===== config.mk =====
export PLATFORM = sky130hd
export DESIGN_NAME = jt6295_adpcm
export DESIGN_NICKNAME = d
export VERILOG_FILES = /design/src/rtl/jt6295_adpcm.sv
export SDC_FILE = /design/constraint.sdc
export NUM_CORES = 1
export LEC_CHECK = 0
export BUFFER_PORTS_ARGS = -buffer_cell sky130_fd_sc_hd__buf_2
export CAP_MARGIN = 30
export CORE_ASPECT_RATIO = 1.1
export CORE_UTILIZATION = 45
export DETAILED_ROUTE_END_ITERATION = 8
export GPL_ROUTABILITY_DRIVEN = 0
export PLACE_DENSITY = 0.59
export SYNTH_ARGS = -nofsm -noshare
export SYNTH_HDL_FRONTEND = slang
export SYNTH_SLANG_ARGS = --single-unit

===== constraint.sdc =====
create_clock -name clk -period 17.45 [get_ports clk]
set_input_delay 2.6175 -clock clk [delete_from_list [all_inputs] [get_ports clk]]
set_output_delay 2.6175 -clock clk [all_outputs]
set_load 0.05 [all_outputs]

===== src/rtl/jt6295_adpcm.sv =====
// Four-channel time-multiplexed OKI ADPCM decoder.
// A two-stage pipeline per slot strobe: S1 latches the channel state, S2 writes it back and emits the sample.
module jt6295_adpcm (
  input  logic              clk,
  input  logic              rst_n,
  input  logic              cen_sr,
  input  logic              cen_sr4,
  input  logic [3:0]        ch_on,
  input  logic [3:0]        ch_start,
  input  logic [3:0]        nibble_in,
  output logic [1:0]        slot,
  output logic signed [11:0] snd,
  output logic [1:0]        snd_ch,
  output logic              snd_valid
);

  function automatic logic [10:0] step_rom(input logic [5:0] i);
    case (i)
      6'd0:  step_rom = 11'd16;   6'd1:  step_rom = 11'd17;   6'd2:  step_rom = 11'd19;
      6'd3:  step_rom = 11'd21;   6'd4:  step_rom = 11'd23;   6'd5:  step_rom = 11'd25;
      6'd6:  step_rom = 11'd28;   6'd7:  step_rom = 11'd31;   6'd8:  step_rom = 11'd34;
      6'd9:  step_rom = 11'd37;   6'd10: step_rom = 11'd41;   6'd11: step_rom = 11'd45;
      6'd12: step_rom = 11'd50;   6'd13: step_rom = 11'd55;   6'd14: step_rom = 11'd60;
      6'd15: step_rom = 11'd66;   6'd16: step_rom = 11'd73;   6'd17: step_rom = 11'd80;
      6'd18: step_rom = 11'd88;   6'd19: step_rom = 11'd97;   6'd20: step_rom = 11'd107;
      6'd21: step_rom = 11'd118;  6'd22: step_rom = 11'd130;  6'd23: step_rom = 11'd143;
      6'd24: step_rom = 11'd157;  6'd25: step_rom = 11'd173;  6'd26: step_rom = 11'd190;
      6'd27: step_rom = 11'd209;  6'd28: step_rom = 11'd230;  6'd29: step_rom = 11'd253;
      6'd30: step_rom = 11'd279;  6'd31: step_rom = 11'd307;  6'd32: step_rom = 11'd337;
      6'd33: step_rom = 11'd371;  6'd34: step_rom = 11'd408;  6'd35: step_rom = 11'd449;
      6'd36: step_rom = 11'd494;  6'd37: step_rom = 11'd544;  6'd38: step_rom = 11'd598;
      6'd39: step_rom = 11'd658;  6'd40: step_rom = 11'd724;  6'd41: step_rom = 11'd796;
      6'd42: step_rom = 11'd876;  6'd43: step_rom = 11'd963;  6'd44: step_rom = 11'd1060;
      6'd45: step_rom = 11'd1166; 6'd46: step_rom = 11'd1282; 6'd47: step_rom = 11'd1411;
      default: step_rom = 11'd1552;
    endcase
  endfunction

  logic signed [11:0] sig_mem [4];
  logic [5:0]         idx_mem [4];

  logic               s1_valid, s1_on;
  logic [1:0]         s1_ch;
  logic [3:0]         s1_nib;
  logic signed [11:0] s1_sig;
  logic [5:0]         s1_idx;
  logic [10:0]        s1_step;

  logic [1:0]         cur_ch;
  logic signed [11:0] cur_sig;
  logic [5:0]         cur_idx;

  logic [11:0]        d;
  logic signed [13:0] sig_ext, d_ext, sum;
  logic signed [11:0] new_sig;
  logic signed [6:0]  idx_delta, idx_sum;
  logic [5:0]         new_idx;

  // A clear arriving on the latch edge is forwarded so S1 never picks up stale state.
  always_comb begin
    cur_ch  = cen_sr ? 2'd0 : slot;
    cur_sig = ch_start[cur_ch] ? 12'sd0 : sig_mem[cur_ch];
    cur_idx = ch_start[cur_ch] ? 6'd0   : idx_mem[cur_ch];
  end

  // Extra headroom past 13b keeps signal+d from wrapping before the clamp.
  always_comb begin
    d = {4'b0, s1_step[10:3]}
      + (s1_nib[2] ? {1'b0, s1_step} : 12'd0)
      + (s1_nib[1] ? {2'b0, s1_step[10:1]} : 12'd0)
      + (s1_nib[0] ? {3'b0, s1_step[10:2]} : 12'd0);
    sig_ext = {{2{s1_sig[11]}}, s1_sig};
    d_ext   = {2'b00, d};
    sum     = s1_nib[3] ? (sig_ext - d_ext) : (sig_ext + d_ext);
    if (sum > 14'sd2047)       new_sig = 12'sd2047;
    else if (sum < -14'sd2048) new_sig = -12'sd2048;
    else                       new_sig = sum[11:0];

    case (s1_nib[2:0])
      3'd4:    idx_delta = 7'sd2;
      3'd5:    idx_delta = 7'sd4;
      3'd6:    idx_delta = 7'sd6;
      3'd7:    idx_delta = 7'sd8;
      default: idx_delta = -7'sd1;
    endcase
    idx_sum = $signed({1'b0, s1_idx}) + idx_delta;
    if (idx_sum < 7'sd0)       new_idx = 6'd0;
    else if (idx_sum > 7'sd48) new_idx = 6'd48;
    else                       new_idx = idx_sum[5:0];
  end

  always_ff @(posedge clk) begin
    if (!rst_n) begin
      slot      <= 2'd0;
      snd       <= 12'sd0;
      snd_ch    <= 2'd0;
      snd_valid <= 1'b0;
      s1_valid  <= 1'b0;
      s1_on     <= 1'b0;
      s1_ch     <= 2'd0;
      s1_nib    <= 4'd0;
      s1_sig    <= 12'sd0;
      s1_idx    <= 6'd0;
      s1_step   <= 11'd0;
      for (int n = 0; n < 4; n++) begin
        sig_mem[n] <= 12'sd0;
        idx_mem[n] <= 6'd0;
      end
    end else begin
      snd_valid <= 1'b0;
      s1_valid  <= cen_sr4;
      if (cen_sr4) begin
        slot    <= cur_ch + 2'd1;
        s1_ch   <= cur_ch;
        s1_on   <= ch_on[cur_ch];
        s1_nib  <= nibble_in;
        s1_sig  <= cur_sig;
        s1_idx  <= cur_idx;
        s1_step <= step_rom(cur_idx);
      end
      if (s1_valid) begin
        snd_valid <= 1'b1;
        snd_ch    <= s1_ch;
        snd       <= s1_on ? new_sig : 12'sd0;
        if (s1_on) begin
          sig_mem[s1_ch] <= new_sig;
          idx_mem[s1_ch] <= new_idx;
        end
      end
      // Placed after the write-back so a coincident clear takes precedence.
      for (int n = 0; n < 4; n++) begin
        if (ch_start[n]) begin
          sig_mem[n] <= 12'sd0;
          idx_mem[n] <= 6'd0;
        end
      end
    end
  end

endmodule

* Word-level counts from Yosys, hierarchy flattened *
Memories as Yosys holds them, arrays and structs flattened. A register that Yosys moved wholly into a read port is not among the register bits.
Index checks and enable logic that the tools add are counted.

storage, ports and cells
  bits of input ports = 16
  output and inout bits = 17
  RAM bits = 72
  logic and storage cells = 113
  memories = 3
  bits in read-only memories = 704
  flip-flop bits (word level) = 43

memory list
  memory            words  width  rd ports  clocked after memory_dff  wr ports  line  text
  (name not given)  64     11     1         1                         0         18    case (i)
  sig_mem           4      12     1         0                         5         39    logic signed [11:0] sig_mem [4];
  idx_mem           4      6      1         0                         5         40    logic [5:0] idx_mem [4];

cells by class
  reduce and logical (&&, ||, !) cells = 1
  mux-type cells = 43
  $lt $le $gt $ge = 5
  equality and inequality tests = 12
  bitwise logic cells = 32
  add/sub/neg operators = 7

operators with widths
  kind                                                                    number
  12-bit two-way mux                                                      8
  6-bit two-way mux                                                       7
  7-bit case mux with 4 select lines                                      1
  1-bit two-way mux                                                       20
  1-bit bitwise AND                                                       16
  2-bit equality test, second input constant                              8
  12-bit by 13-bit adder with 14-bit output                               1
  14-bit by 12-bit > comparator with 1-bit output, second input constant  1
  14-bit by 12-bit < comparator with 1-bit output, second input constant  1
  14-bit two-way mux                                                      1
  12-bit by 13-bit subtractor with 14-bit output                          1
  12-bit by 10-bit adder with 12-bit output                               1
  12-bit by 9-bit adder with 12-bit output                                1
  8-bit by 11-bit adder with 12-bit output                                1
  3-bit equality test, second input constant                              4
  11-bit two-way mux                                                      1
  10-bit two-way mux                                                      1
  9-bit two-way mux                                                       1
  1-bit inverter                                                          8
  1-bit OR                                                                8
  7-bit adder                                                             1
  7-bit > comparator, second input constant                               1
  7-bit by 1-bit < comparator with 1-bit output, second input constant    1
  1-bit binary-select mux with 2-bit select                               2
  4 further kinds                                                         4

* Depth between registers and ports, before layout *
Gate-level depths: netlist (run 1).

  depth after elaboration = 10
  depth in mapped cells = 24

* Least setup slack after synthesis (run 1) *
No wires, ideal clock.

  kind = reg2reg
  start point = register s1_nib[2]
  end point = memory sig_mem[0][0] (data pin)
  stages on the path, launching flop included = 19
  path buffers = 1
  data arrival time = 5.760 ns
  setup slack = 11.418 ns
  path through = dfxtp_1 -> clkbuf_1 -> nand2_1 -> fa_1 -> fa_1 -> inv_1 -> ha_1 -> fa_1 -> a21o_1 -> a311o_1 -> a311o_1 -> a211oi_2 -> a31oi_1 -> xor2_1 -> ha_1 -> o41ai_1 -> nand2_1 -> a21boi_0 -> nor2_1

RTL lines
  what                    line  text
  start, declared         44    logic [3:0] s1_nib;
  start signal, assigned  116   s1_nib <= nibble_in;
  end, declared           39

==> impl_metrics.prom, run 1 <==
# TYPE chip_impl_metric gauge
chip_impl_metric{name="detail-route-antenna-nets",unit=""} 0
chip_impl_metric{name="max_cap_violations",unit=""} 0
chip_impl_metric{name="ys_async_sr_fraction",unit="%"} 0
chip_impl_metric{name="dpl.hpwl",unit="um"} 16000
chip_impl_metric{name="netlist-cell-type-count",unit=""} 72
chip_impl_metric{name="postSynthAreaPerCell",unit="um^2"} 9.07
chip_impl_metric{name="clock_pin_transition_on_the_worst_setup_and_hold_timing_paths",unit="ps"} 60
chip_impl_info{name="crit_path_start",value="s1_nib[2]"} 1
chip_impl_metric{name="synth.yosys.seq_area_share",unit="%"} 38.6
chip_impl_metric{name="track_usage",unit="%"} 24.4
chip_impl_metric{name="first_global_vias",unit=""} 6704
chip_impl_metric{name="placement.setup.worst_slack",unit="ps"} 10590
chip_impl_info{name="regToRegStartpoint",value="s1_nib[2]"} 1
chip_impl_metric{name="numCtsBuffers",unit=""} 17
chip_impl_info{name="path_cells",value="nand2_1 > fa_1 > fa_1 > inv_1 > ha_1 > fa_1 > a21o_1 > a31oi_1 > o311ai_0 > nor3_1 > a21oi_1 > xor2_1 > ha_1 > a21oi_1 > a21boi_0 > o41ai_1 > nand2_1 > a21boi_0 > nor2_1"} 1
chip_impl_metric{name="clk_latency",unit="ps"} 420
chip_impl_metric{name="setup-tns-final",unit="ps"} 0
chip_impl_metric{name="timing.final.crit_share",unit="%"} 39.4
chip_impl_info{name="setup.worst_path.start_class",value="flip-flop"} 1
chip_impl_metric{name="worst_relative_slew_slack",unit="%"} 31.6
chip_impl_metric{name="clock_sinks",unit=""} 126
chip_impl_metric{name="remaining_drc_errors",unit=""} 0
chip_impl_info{name="rsz0062_at_grt",value="false"} 1
chip_impl_metric{name="floorplan.initialDensity",unit="%"} 45.8
chip_impl_metric{name="endpoints_failing_hold",unit=""} 0
chip_impl_info{name="hold_start",value="snd[0]"} 1
chip_impl_metric{name="instances_no_fill",unit=""} 1198
chip_impl_info{name="cpMostUsedCell",value="fa_1"} 1
chip_impl_metric{name="core-area",unit="um^2"} 18300
chip_impl_metric{name="sequential_fraction_of_design_power",unit="%"} 36.6
chip_impl_metric{name="timing.final.max_slew_violations",unit=""} 0
chip_impl_metric{name="vias_per_cell",unit=""} 5.77
chip_impl_metric{name="synth_enable_flop_cells",unit=""} 72
chip_impl_metric{name="post_route_cells_drive_above_1_share",unit="%"} 10.6
chip_impl_metric{name="wl_per_cell",unit="um"} 18.7
chip_impl_metric{name="worst_slew_pin_slew",unit="ps"} 1020
chip_impl_metric{name="synth_seq_cells",unit=""} 126
chip_impl_metric{name="num_io_pins",unit=""} 33
chip_impl_info{name="synth_top_cell_by_area",value="edfxtp_1"} 1
chip_impl_metric{name="skew",unit="ps"} 8.75
chip_impl_metric{name="clk_path_buf_depth",unit=""} 2
chip_impl_metric{name="floorplan.die.width",unit="um"} 132
chip_impl_metric{name="worstPathArrival",unit="ps"} 7020
chip_impl_metric{name="syn-instance-count",unit=""} 926
chip_impl_metric{name="placed_cells_incl_taps",unit=""} 1166
chip_impl_metric{name="cts-resized-gates",unit=""} 0
chip_impl_metric{name="clock_tree.htree_level_count",unit=""} 4
chip_impl_info{name="tritoncts",value="yes"} 1
chip_impl_metric{name="worst_path_max_fanout",unit=""} 15
chip_impl_metric{name="global_route.overflow_total",unit=""} 0
chip_impl_metric{name="die_area",unit="um^2"} 19200
chip_impl_metric{name="cellLeakagePower",unit="nW"} 3.76
chip_impl_info{name="cpMaxStageDelayCell",value="o41ai_1"} 1
chip_impl_info{name="postSynth.topFlopCell",value="edfxtp_1"} 1
chip_impl_info{name="min_path_type",value="flip-flop to flip-flop"} 1
chip_impl_metric{name="grt_max_degree",unit=""} 49
chip_impl_metric{name="finalSetupViolCount",unit=""} 0
chip_impl_metric{name="critPathRequiredTime",unit="ps"} 17590
chip_impl_metric{name="area_delta_synth_final",unit="%"} 12.1
chip_impl_metric{name="hold_buffers",unit=""} 0
chip_impl_metric{name="global_route_wire_length_before_repair",unit="um"} 36400
chip_impl_info{name="cts.root.buffer_cell",value="clkbuf_16"} 1
chip_impl_metric{name="grt_antenna_before_repair",unit=""} 0
chip_impl_metric{name="post_cts_buffers",unit=""} 0
chip_impl_metric{name="number_of_vias_in_the_routed_layout",unit=""} 6910
chip_impl_info{name="setup.worst_path.end_class",value="flip-flop"} 1
chip_impl_metric{name="slowest_delay",unit="ps"} 770
chip_impl_info{name="synth_top_cells_by_area",value="edfxtp_1, dfxtp_1, ha_1, fa_1, nand2_1"} 1
chip_impl_metric{name="antenna_cells",unit=""} 0
chip_impl_info{name="setup.worst_path.class",value="flip-flop to flip-flop"} 1
chip_impl_metric{name="powerDensity",unit="nW/um^2"} 97.1
chip_impl_metric{name="numPortBuffers",unit=""} 32
chip_impl_info{name="run_status",value="complete, no violations"} 1
chip_impl_metric{name="synth_top_area_share",unit="%"} 25.7
chip_impl_metric{name="height_of_the_chip",unit="um"} 145
chip_impl_metric{name="power_frac_comb",unit="%"} 25.2
chip_impl_metric{name="timing.final.ws_setup",unit="ps"} 10570
chip_impl_metric{name="internal_power",unit="uW"} 602
chip_impl_metric{name="power.switching_fraction",unit="%"} 34.1
chip_impl_metric{name="firstDrtPassIters",unit=""} 5
chip_impl_metric{name="critical_path.n_buffers_inverters",unit=""} 1
chip_impl_metric{name="std_cell_rows",unit=""} 52
chip_impl_metric{name="max_freq",unit="MHz"} 145
chip_impl_info{name="cp_top_family",value="compound AO/OA/AOI/OAI gates"} 1
chip_impl_metric{name="final_nets",unit=""} 1017
chip_impl_metric{name="switching_power",unit="uW"} 312
chip_impl_metric{name="layout_min_cycle_time",unit="ps"} 6880
chip_impl_metric{name="syn-cell-area",unit="um^2"} 8400
chip_impl_metric{name="final_core_utilization",unit="%"} 51.3
chip_impl_metric{name="drt_iter0_drc",unit=""} 536
chip_impl_metric{name="power_frac_clock",unit="%"} 38.2
chip_impl_metric{name="postRouteWirelength",unit="um"} 22500
chip_impl_metric{name="maximum_resistive_drop_on_vdd",unit="uV"} 83.3
chip_impl_metric{name="syn-num-nets",unit=""} 1001
chip_impl_metric{name="yosys_warnings",unit=""} 0
## power by group through the flow
| stage | sequential, mW | clock, mW | combinational, mW |
|---|---|---|---|
| global placement | 0.342 | 0 | 0.223 |
| CTS | 0.335 | 0.354 | 0.228 |
| detailed placement | 0.342 | 0 | 0.226 |
| global route | 0.337 | 0.367 | 0.251 |
| floorplan | 0.342 | 0 | 0.157 |
| finish | 0.335 | 0.349 | 0.230 |
## worst min-delay path, delay by kind of cell (launching register included)
family,cells,cell delay (ps)
compound gates,1,50
flops,1,310
simple gates,1,50
## metal layers
metal | track usage, % | up-vias | part of all wire, %
li1 | - | 3377 | -
met4 | 8.33 | 0 | 2.1
met5 | 0 | - | 0
met2 | 39.9 | 204 | 48
met1 | 33.1 | 3296 | 45
met3 | 3.60 | 33 | 5.1
## cells in the mapped netlist (11+ instances only)
| cell type | count |
|---|---|
| inv_1 | 48 |
| a21oi_1 | 53 |
| a21boi_0 | 17 |
| nor2_1 | 91 |
| xor2_1 | 11 |
| nand2_1 | 101 |
| a31oi_1 | 12 |
| nor3_1 | 22 |
| and2_1 | 11 |
| o21ai_0 | 51 |
| ha_1 | 40 |
| nor2b_1 | 23 |
| a21o_1 | 11 |
| fa_1 | 19 |
| dfxtp_1 | 54 |
| nand2b_1 | 23 |
| edfxtp_1 | 72 |
| nand3_1 | 11 |
| xnor2_1 | 17 |
| clkbuf_1 | 36 |
| o211ai_1 | 30 |
| mux2i_1 | 36 |
## logic make-up (layout without fill, tap and decap cells)
family | count (synthesis) | after routing | share of synthesized area, %
buf+inv | 97 | 126 | 4.48
fa+ha+maj | 59 | 59 | 10.5
xor+xnor | 28 | 28 | 2.92
flops | 126 | 126 | 38.6
simple gates | 313 | 313 | 17.5
compound gates | 260 | 260 | 20.6
mux | 43 | 43 | 5.36
## cells in the final DEF (no fill, tap or decap), types with 4 or more instances in the layout
master	n
fa_1	19
mux2i_1	36
nand3b_1	7
o22ai_1	9
a21o_1	11
buf_2	32
o21a_1	5
xnor2_1	16
edfxtp_1	72
dfxtp_1	54
nor2_1	91
and2_1	11
buf_4	10
inv_1	48
nor2b_1	23
nor3_1	22
a221oi_1	6
a211oi_1	5
o211ai_1	30
xor2_1	11
o21ai_0	51
a21oi_1	53
or2_2	4
nand2_1	101
nand3_1	11
o21bai_1	6
a31oi_1	12
mux2_2	6
ha_1	40
o21ai_1	8
nand2b_1	23
clkbuf_16	17
a311o_1	4
inv_6	4
a21boi_0	17
## registers in the layout (all words and copies together), names as in the netlist, 4 cells and up
signal	count
sig_mem	48
idx_mem	24
s1_sig	12
snd	12
s1_step	11
s1_idx	6
s1_nib	4
## worst paths after layout
| check | endpoint | slack (ps) | depth (start not counted) |
|---|---|---|---|
| worst max register to register | sig_mem[2][0] | 10570 | 19 |
| worst min-delay path | snd[0] | 450 | 2 |
| worst max-delay path | sig_mem[2][0] | 10570 | 19 |
| worst min register to register | snd[0] | 450 | 2 |
## area by class of cell
type / count / area, um^2
inverters: 48 / 180
fillers: 1759 / 8930
multi-input cells: 703 / 4790
flip-flops and latches: 126 / 3240
well taps: 243 / 304
clock buffers: 18 / 429
repair buffers: 46 / 320
clock inverters: 14 / 148
## metrics by stage
stage                     total power, mW  instance area [um^2]  hold slack [ps]
after global routing                0.955                  9420              477
after global placement              0.565                  8760              442
after CTS                           0.917                  9420              453
after detailed placement            0.568                  8840              442
after floorplan                     0.499                  8400              461
final                               0.915                  9420              450
Power figures use the tool's default switching activity.
==> run 2: changes to the inputs <==
==> constraint.sdc (replaced) <==
create_clock -name clk -period 6.6 [get_ports clk]
set_input_delay 0.99 -clock clk [delete_from_list [all_inputs] [get_ports clk]]
set_output_delay 0.99 -clock clk [all_outputs]
set_load 0.05 [all_outputs]
==> impl_metrics.prom, run 2 (synthesized netlist as in run 1, its figures left out) <==
# TYPE chip_impl_metric gauge
chip_impl_metric{name="final_core_utilization",unit="%"} 51.9
chip_impl_info{name="tritoncts",value="yes"} 1
chip_impl_metric{name="multi_input_area",unit="um^2"} 4820
chip_impl_metric{name="standard_cell_area_after_detailed_placement",unit="um^2"} 8890
chip_impl_metric{name="setup-tns-final",unit="ps"} 0
chip_impl_metric{name="worstPathArrival",unit="ps"} 6430
chip_impl_metric{name="critical_path_cell_count",unit=""} 22
chip_impl_metric{name="drt_iter0_drc",unit=""} 673
chip_impl_info{name="largest-register",value="sig_mem"} 1
chip_impl_metric{name="fill_cells",unit=""} 1776
chip_impl_metric{name="finalSetupViolCount",unit=""} 0
chip_impl_metric{name="vias_per_cell",unit=""} 5.69
chip_impl_info{name="setup.worst_path.start_class",value="flip-flop"} 1
chip_impl_metric{name="max_cap_violations",unit=""} 0
chip_impl_metric{name="timing.final.crit_share",unit="%"} 95.1
chip_impl_info{name="cp_top_family",value="compound AO/OA/AOI/OAI gates"} 1
chip_impl_metric{name="cellLeakagePower",unit="nW"} 3.82
chip_impl_metric{name="remaining_drc_errors",unit=""} 0
chip_impl_metric{name="hold_buffers",unit=""} 0
chip_impl_metric{name="area_delta_synth_final",unit="%"} 13.3
chip_impl_metric{name="largest_register_ffs",unit=""} 48
chip_impl_metric{name="layout_min_cycle_time",unit="ps"} 6280
chip_impl_info{name="min_path_type",value="flip-flop to flip-flop"} 1
chip_impl_metric{name="clock_pin_transition_on_the_worst_setup_and_hold_timing_paths",unit="ps"} 60
chip_impl_metric{name="placement.setup.worst_slack",unit="ps"} 315
chip_impl_metric{name="critical_path.n_buffers_inverters",unit=""} 2
chip_impl_metric{name="core-area",unit="um^2"} 18300
chip_impl_metric{name="clk_path_buf_depth",unit=""} 2
chip_impl_metric{name="numPortBuffers",unit=""} 32
chip_impl_metric{name="grt_antenna_before_repair",unit=""} 0
chip_impl_metric{name="worst-r2r-setup-slack",unit="ps"} 320
chip_impl_metric{name="num_io_pins",unit=""} 33
chip_impl_metric{name="critPathRequiredTime",unit="ps"} 6750
chip_impl_info{name="run_status",value="complete, no violations"} 1
chip_impl_metric{name="clock_sinks",unit=""} 126
chip_impl_metric{name="final_nets",unit=""} 1027
chip_impl_metric{name="worst_hold_slack",unit="ps"} 448
chip_impl_metric{name="layout.cell_area.non_filler",unit="um^2"} 9520
chip_impl_metric{name="postRouteWirelength",unit="um"} 22400
chip_impl_metric{name="skew",unit="ps"} 11.5
chip_impl_metric{name="global_route.overflow_total",unit=""} 0
chip_impl_metric{name="maximum_resistive_drop_on_vdd",unit="uV"} 189
chip_impl_metric{name="track_usage",unit="%"} 24.2
chip_impl_metric{name="finalPower",unit="mW"} 2.44
chip_impl_info{name="cpMaxStageDelayCell",value="fa_1"} 1
chip_impl_metric{name="depth_of_the_worst_register_to_register_path",unit=""} 22
chip_impl_metric{name="std_cell_rows",unit=""} 52
chip_impl_metric{name="clk_latency",unit="ps"} 420
chip_impl_metric{name="first_global_vias",unit=""} 6741
chip_impl_metric{name="firstDrtPassIters",unit=""} 5
chip_impl_info{name="setup.worst_path.class",value="flip-flop to flip-flop"} 1
chip_impl_info{name="cpMostUsedCell",value="fa_1"} 1
chip_impl_info{name="setup.worst_path.end_class",value="flip-flop"} 1
chip_impl_metric{name="worst_slew_pin_slew",unit="ps"} 967
chip_impl_metric{name="number_of_vias_in_the_routed_layout",unit=""} 6878
chip_impl_info{name="path_cells",value="nand2_1 > fa_1 > fa_1 > inv_1 > ha_1 > fa_1 > a21o_1 > a311o_1 > a311o_1 > a211oi_2 > a31oi_1 > xor2_1 > ha_1 > and4_1 > o211a_1 > o21ai_0 > a31oi_1 > xnor2_1 > xnor2_2 > buf_4 > o21ai_1 > nor2_1"} 1
chip_impl_metric{name="die_area",unit="um^2"} 19200
chip_impl_metric{name="clock_tree.htree_level_count",unit=""} 4
chip_impl_metric{name="detail-route-antenna-nets",unit=""} 0
chip_impl_metric{name="powerDensity",unit="nW/um^2"} 256
chip_impl_metric{name="placed_cells_incl_taps",unit=""} 1174
chip_impl_metric{name="hold_crit_depth",unit=""} 2
chip_impl_metric{name="wl_per_cell",unit="um"} 18.6
chip_impl_info{name="rsz0062_at_grt",value="true"} 1
chip_impl_metric{name="slowest_delay",unit="ps"} 550
chip_impl_metric{name="antenna_cells",unit=""} 0
chip_impl_metric{name="register_area",unit="um^2"} 3240
chip_impl_metric{name="worst_relative_slew_slack",unit="%"} 35.4
chip_impl_metric{name="post_cts_buffers",unit=""} 0
chip_impl_metric{name="worst_path_max_fanout",unit=""} 21
chip_impl_metric{name="grt_max_degree",unit=""} 59
chip_impl_metric{name="timing.final.max_slew_violations",unit=""} 0
chip_impl_metric{name="height_of_the_chip",unit="um"} 145
chip_impl_info{name="highest_count_cells_in_the_layout_ignoring_fill_and_taps",value="nand2_1, nor2_1, edfxtp_1"} 1
chip_impl_info{name="registers_with_the_highest_flip_flop_counts",value="sig_mem x48, idx_mem x24"} 1
chip_impl_metric{name="endpoints_failing_hold",unit=""} 0
chip_impl_info{name="cts.root.buffer_cell",value="clkbuf_16"} 1
chip_impl_metric{name="floorplan.initialDensity",unit="%"} 45.8
chip_impl_metric{name="global_route_wire_length_before_repair",unit="um"} 36300
chip_impl_metric{name="instances_no_fill",unit=""} 1208
chip_impl_metric{name="max_freq",unit="MHz"} 159
chip_impl_metric{name="dpl.hpwl",unit="um"} 16000
chip_impl_metric{name="floorplan.die.width",unit="um"} 132
chip_impl_metric{name="timing.final.ws_setup",unit="ps"} 322
chip_impl_metric{name="post_route_cells_drive_above_1_share",unit="%"} 12.1
chip_impl_info{name="mostFrequentLayoutCell",value="nand2_1"} 1
chip_impl_metric{name="numCtsBuffers",unit=""} 17
==> run 2: changes by cell type in the layout (fill, tap and decap cells not counted), sizes merged <==
cell  change
buf       +9
inv       +1
==> run 2: per-layer routing <==
metal | GRT usage (%) | vias up | part of all wire [%]
met5 | 0 | - | 0
li1 | - | 3390 | -
met2 | 39.0 | 185 | 47
met3 | 3.49 | 39 | 4.4
met1 | 33.0 | 3264 | 46
met4 | 9.14 | 0 | 2.5
==> run 2: path summary, 6_finish.rpt <==
check / from / to
max: s1_nib[1] / sig_mem[3][8]
min: snd[11] / snd[11]
max reg2reg: s1_nib[1] / sig_mem[3][8]
min reg2reg: snd[11] / snd[11]
==> run 2: tightest hold or removal path: cells and delay by family, from the launching register on <==
family	cells	cell delay [ps]
simple gates	1	40
flops	1	320
compound gates	1	50
==> run 2: layout make-up <==
type,count,share of cell area (%)
Tap cell,243,3.19
Clock buffer,17,4.47
Clock inverter,15,1.60
Sequential cell,126,34.1
Inverter,48,1.89
Multi-Input combinational cell,703,50.6
Timing Repair Buffer,56,4.13
==> run 2: timing repair <==
item,CTS,global route
resized for setup,0,7
hold endpoints to repair,0,0
endpoints found under the setup margin,0,49
==> run 2: power by group <==
part | internal, mW | switching, mW | leakage, nW
combinational | 0.213 | 0.419 | 2.30
clock | 0.532 | 0.392 | 0.277
sequential | 0.861 | 0.0233 | 1.24
total | 1.61 | 0.834 | 3.82
==> run 3: changes to the inputs <==
--- a/config.mk
+++ b/config.mk
@@ -9,6 +9,7 @@
 export CAP_MARGIN = 30
 export CORE_ASPECT_RATIO = 1.1
 export CORE_UTILIZATION = 45
+export CTS_BUF_LIST = sky130_fd_sc_hd__clkbuf_8
 export DETAILED_ROUTE_END_ITERATION = 8
 export GPL_ROUTABILITY_DRIVEN = 0
 export PLACE_DENSITY = 0.59
==> impl_metrics.prom, run 3 (synthesized netlist as in run 1, its figures left out) <==
# TYPE chip_impl_metric gauge
chip_impl_info{name="highest_count_cells_in_the_layout_ignoring_fill_and_taps",value="nand2_1, nor2_1, edfxtp_1"} 1
chip_impl_metric{name="wl_per_cell",unit="um"} 18.5
chip_impl_metric{name="powerDensity",unit="nW/um^2"} 235
chip_impl_metric{name="largest_register_ffs",unit=""} 48
chip_impl_metric{name="maximum_resistive_drop_on_vdd",unit="uV"} 145
chip_impl_metric{name="endpoints_failing_hold",unit=""} 0
chip_impl_metric{name="hold_crit_depth",unit=""} 2
chip_impl_metric{name="switching_power",unit="uW"} 801
chip_impl_metric{name="vias_per_cell",unit=""} 5.70
chip_impl_metric{name="finalSetupViolCount",unit=""} 0
chip_impl_metric{name="clock_sinks",unit=""} 126
chip_impl_metric{name="drt_iter0_drc",unit=""} 669
chip_impl_metric{name="power.switching_fraction",unit="%"} 36.7
chip_impl_info{name="regToRegStartpoint",value="s1_nib[1]"} 1
chip_impl_metric{name="remaining_drc_errors",unit=""} 0
chip_impl_metric{name="floorplan.die.width",unit="um"} 132
chip_impl_metric{name="worst_relative_slew_slack",unit="%"} 33.7
chip_impl_metric{name="power_frac_comb",unit="%"} 28.9
chip_impl_metric{name="height_of_the_chip",unit="um"} 145
chip_impl_info{name="hold_start",value="snd[0]"} 1
chip_impl_metric{name="antenna_cells",unit=""} 0
chip_impl_metric{name="skew",unit="ps"} 11.3
chip_impl_metric{name="grt_max_degree",unit=""} 59
chip_impl_metric{name="numPortBuffers",unit=""} 32
chip_impl_metric{name="sequential_fraction_of_design_power",unit="%"} 40.4
chip_impl_metric{name="instances_no_fill",unit=""} 1208
chip_impl_metric{name="clock_pin_transition_on_the_worst_setup_and_hold_timing_paths",unit="ps"} 80
chip_impl_metric{name="global_route.overflow_total",unit=""} 0
chip_impl_metric{name="number_of_vias_in_the_routed_layout",unit=""} 6884
chip_impl_metric{name="hold_buffers",unit=""} 0
chip_impl_metric{name="post_cts_buffers",unit=""} 0
chip_impl_metric{name="postRouteWirelength",unit="um"} 22300
chip_impl_info{name="worst_hold_endpoint",value="snd[0]"} 1
chip_impl_metric{name="max_freq",unit="MHz"} 160
chip_impl_metric{name="track_usage",unit="%"} 24.2
chip_impl_metric{name="detail-route-antenna-nets",unit=""} 0
chip_impl_metric{name="numCtsBuffers",unit=""} 17
chip_impl_metric{name="internal_power",unit="mW"} 1.38
chip_impl_metric{name="die_area",unit="um^2"} 19200
chip_impl_info{name="setup.worst_path.start_class",value="flip-flop"} 1
chip_impl_metric{name="first_global_vias",unit=""} 6736
chip_impl_info{name="regToRegEndpoint",value="sig_mem[3][8]"} 1
chip_impl_info{name="mostFrequentLayoutCell",value="nand2_1"} 1
chip_impl_metric{name="layout_min_cycle_time",unit="ps"} 6240
chip_impl_info{name="min_path_type",value="flip-flop to flip-flop"} 1
chip_impl_metric{name="num_io_pins",unit=""} 33
chip_impl_metric{name="setup-tns-final",unit="ps"} 0
chip_impl_metric{name="timing.final.crit_share",unit="%"} 94.5
chip_impl_metric{name="area_delta_synth_final",unit="%"} 10.9
chip_impl_metric{name="dpl.hpwl",unit="um"} 16000
chip_impl_info{name="registers_with_the_highest_flip_flop_counts",value="sig_mem x48, idx_mem x24"} 1
chip_impl_info{name="rsz0062_at_grt",value="false"} 1
chip_impl_metric{name="worst_slew_pin_slew",unit="ps"} 992
chip_impl_metric{name="placed_cells_incl_taps",unit=""} 1174
chip_impl_metric{name="cellLeakagePower",unit="nW"} 3.73
chip_impl_metric{name="grt_antenna_before_repair",unit=""} 0
chip_impl_metric{name="worst-r2r-setup-slack",unit="ps"} 360
chip_impl_metric{name="floorplan.initialDensity",unit="%"} 45.8
chip_impl_info{name="tritoncts",value="yes"} 1
chip_impl_metric{name="power_frac_clock",unit="%"} 30.7
chip_impl_info{name="setup.worst_path.end_class",value="flip-flop"} 1
chip_impl_metric{name="clock_tree.htree_level_count",unit=""} 4
chip_impl_metric{name="clk_path_buf_depth",unit=""} 2
chip_impl_info{name="run_status",value="complete, no violations"} 1
chip_impl_metric{name="global_route_wire_length_before_repair",unit="um"} 36200
chip_impl_info{name="largest-register",value="sig_mem"} 1
chip_impl_metric{name="post_route_cells_drive_above_1_share",unit="%"} 12.0
chip_impl_info{name="crit_path_start",value="s1_nib[1]"} 1
chip_impl_metric{name="clk_latency",unit="ps"} 450
chip_impl_metric{name="critPathRequiredTime",unit="ps"} 6780
chip_impl_metric{name="depth_of_the_worst_register_to_register_path",unit=""} 22
chip_impl_metric{name="std_cell_rows",unit=""} 52
chip_impl_metric{name="firstDrtPassIters",unit=""} 5
chip_impl_metric{name="worst_path_max_fanout",unit=""} 21
chip_impl_metric{name="final_nets",unit=""} 1027
chip_impl_metric{name="timing.final.max_slew_violations",unit=""} 0
chip_impl_metric{name="max_cap_violations",unit=""} 0
chip_impl_metric{name="core-area",unit="um^2"} 18300
chip_impl_metric{name="worstPathArrival",unit="ps"} 6420
chip_impl_info{name="cts.root.buffer_cell",value="clkbuf_8"} 1
chip_impl_info{name="setup.worst_path.class",value="flip-flop to flip-flop"} 1
[run 3: cell counts in the layout (fill, tap and decap cells not counted)]
Identical to the previous run, type by type.
[run 3: routing by layer]
metal	GRT usage [%]	wire length, um	vias up
li1	-	-	3387
met1	33.0	10500	3274
met2	38.6	10400	189
met3	4.12	943	34
met4	9.31	534	0
met5	0	0	-
[run 3: critical path, stage by stage (launching register included)]
cell	delay, ps
dfxtp_1	470
nand2_1	110
fa_1	470
fa_1	550
inv_1	40
ha_1	230
fa_1	430
a21o_1	230
a311o_1	360
a311o_1	380
a211oi_2	250
a31oi_1	140
xor2_1	180
ha_1	420
and4_1	200
o211a_1	130
o21ai_0	100
a31oi_1	200
xnor2_1	200
xnor2_2	100
buf_4	220
o21ai_1	440
nor2_1	90
[run 3: worst max path at each step]
stage	to	depth (start not counted)
4_1_cts	sig_mem[3][7]	22
2_1_floorplan	sig_mem[0][0]	18
6_report	sig_mem[3][8]	22
3_5_place_dp	sig_mem[3][7]	22
3_3_place_gp	sig_mem[0][7]	22
5_1_grt	sig_mem[2][8]	22
[run 3: final cells by class]
class                           count  area [um^2]
Clock buffer                       17          234
Clock inverter                     15          153
Fill cell                        1806         9030
Inverter                           48          180
Multi-Input combinational cell    703         4810
Sequential cell                   126         3240
Tap cell                          243          304
Timing Repair Buffer               56          393
[run 3: through the flow]
stage / hold WS [ps] / util, % / power (mW) / setup WS (ps) / area, um^2
CTS: 457 / 50.6 / 2.19 / 266 / 9280
detailed placement: 439 / 48.5 / 1.52 / 315 / 8890
global placement: 435 / 48.1 / 1.52 / 411 / 8820
floorplan: 461 / - / 1.32 / 568 / 8400
finish: 452 / 50.8 / 2.18 / 364 / 9320
global route: 490 / 50.8 / 2.30 / 2.16 / 9320
[run 3: timing repair]
item                       CTS  global route
hold endpoints to repair     0             0
gates resized for setup      0             5
setup endpoints to repair    0            49
[run 3: power by group through the flow]
stage	registers (mW)	clock network (mW)	logic, mW
floorplan	0.905	0	0.414
global placement	0.902	0	0.615
detailed placement	0.901	0	0.616
CTS	0.883	0.687	0.621
global route	0.888	0.715	0.694
finish	0.883	0.671	0.630
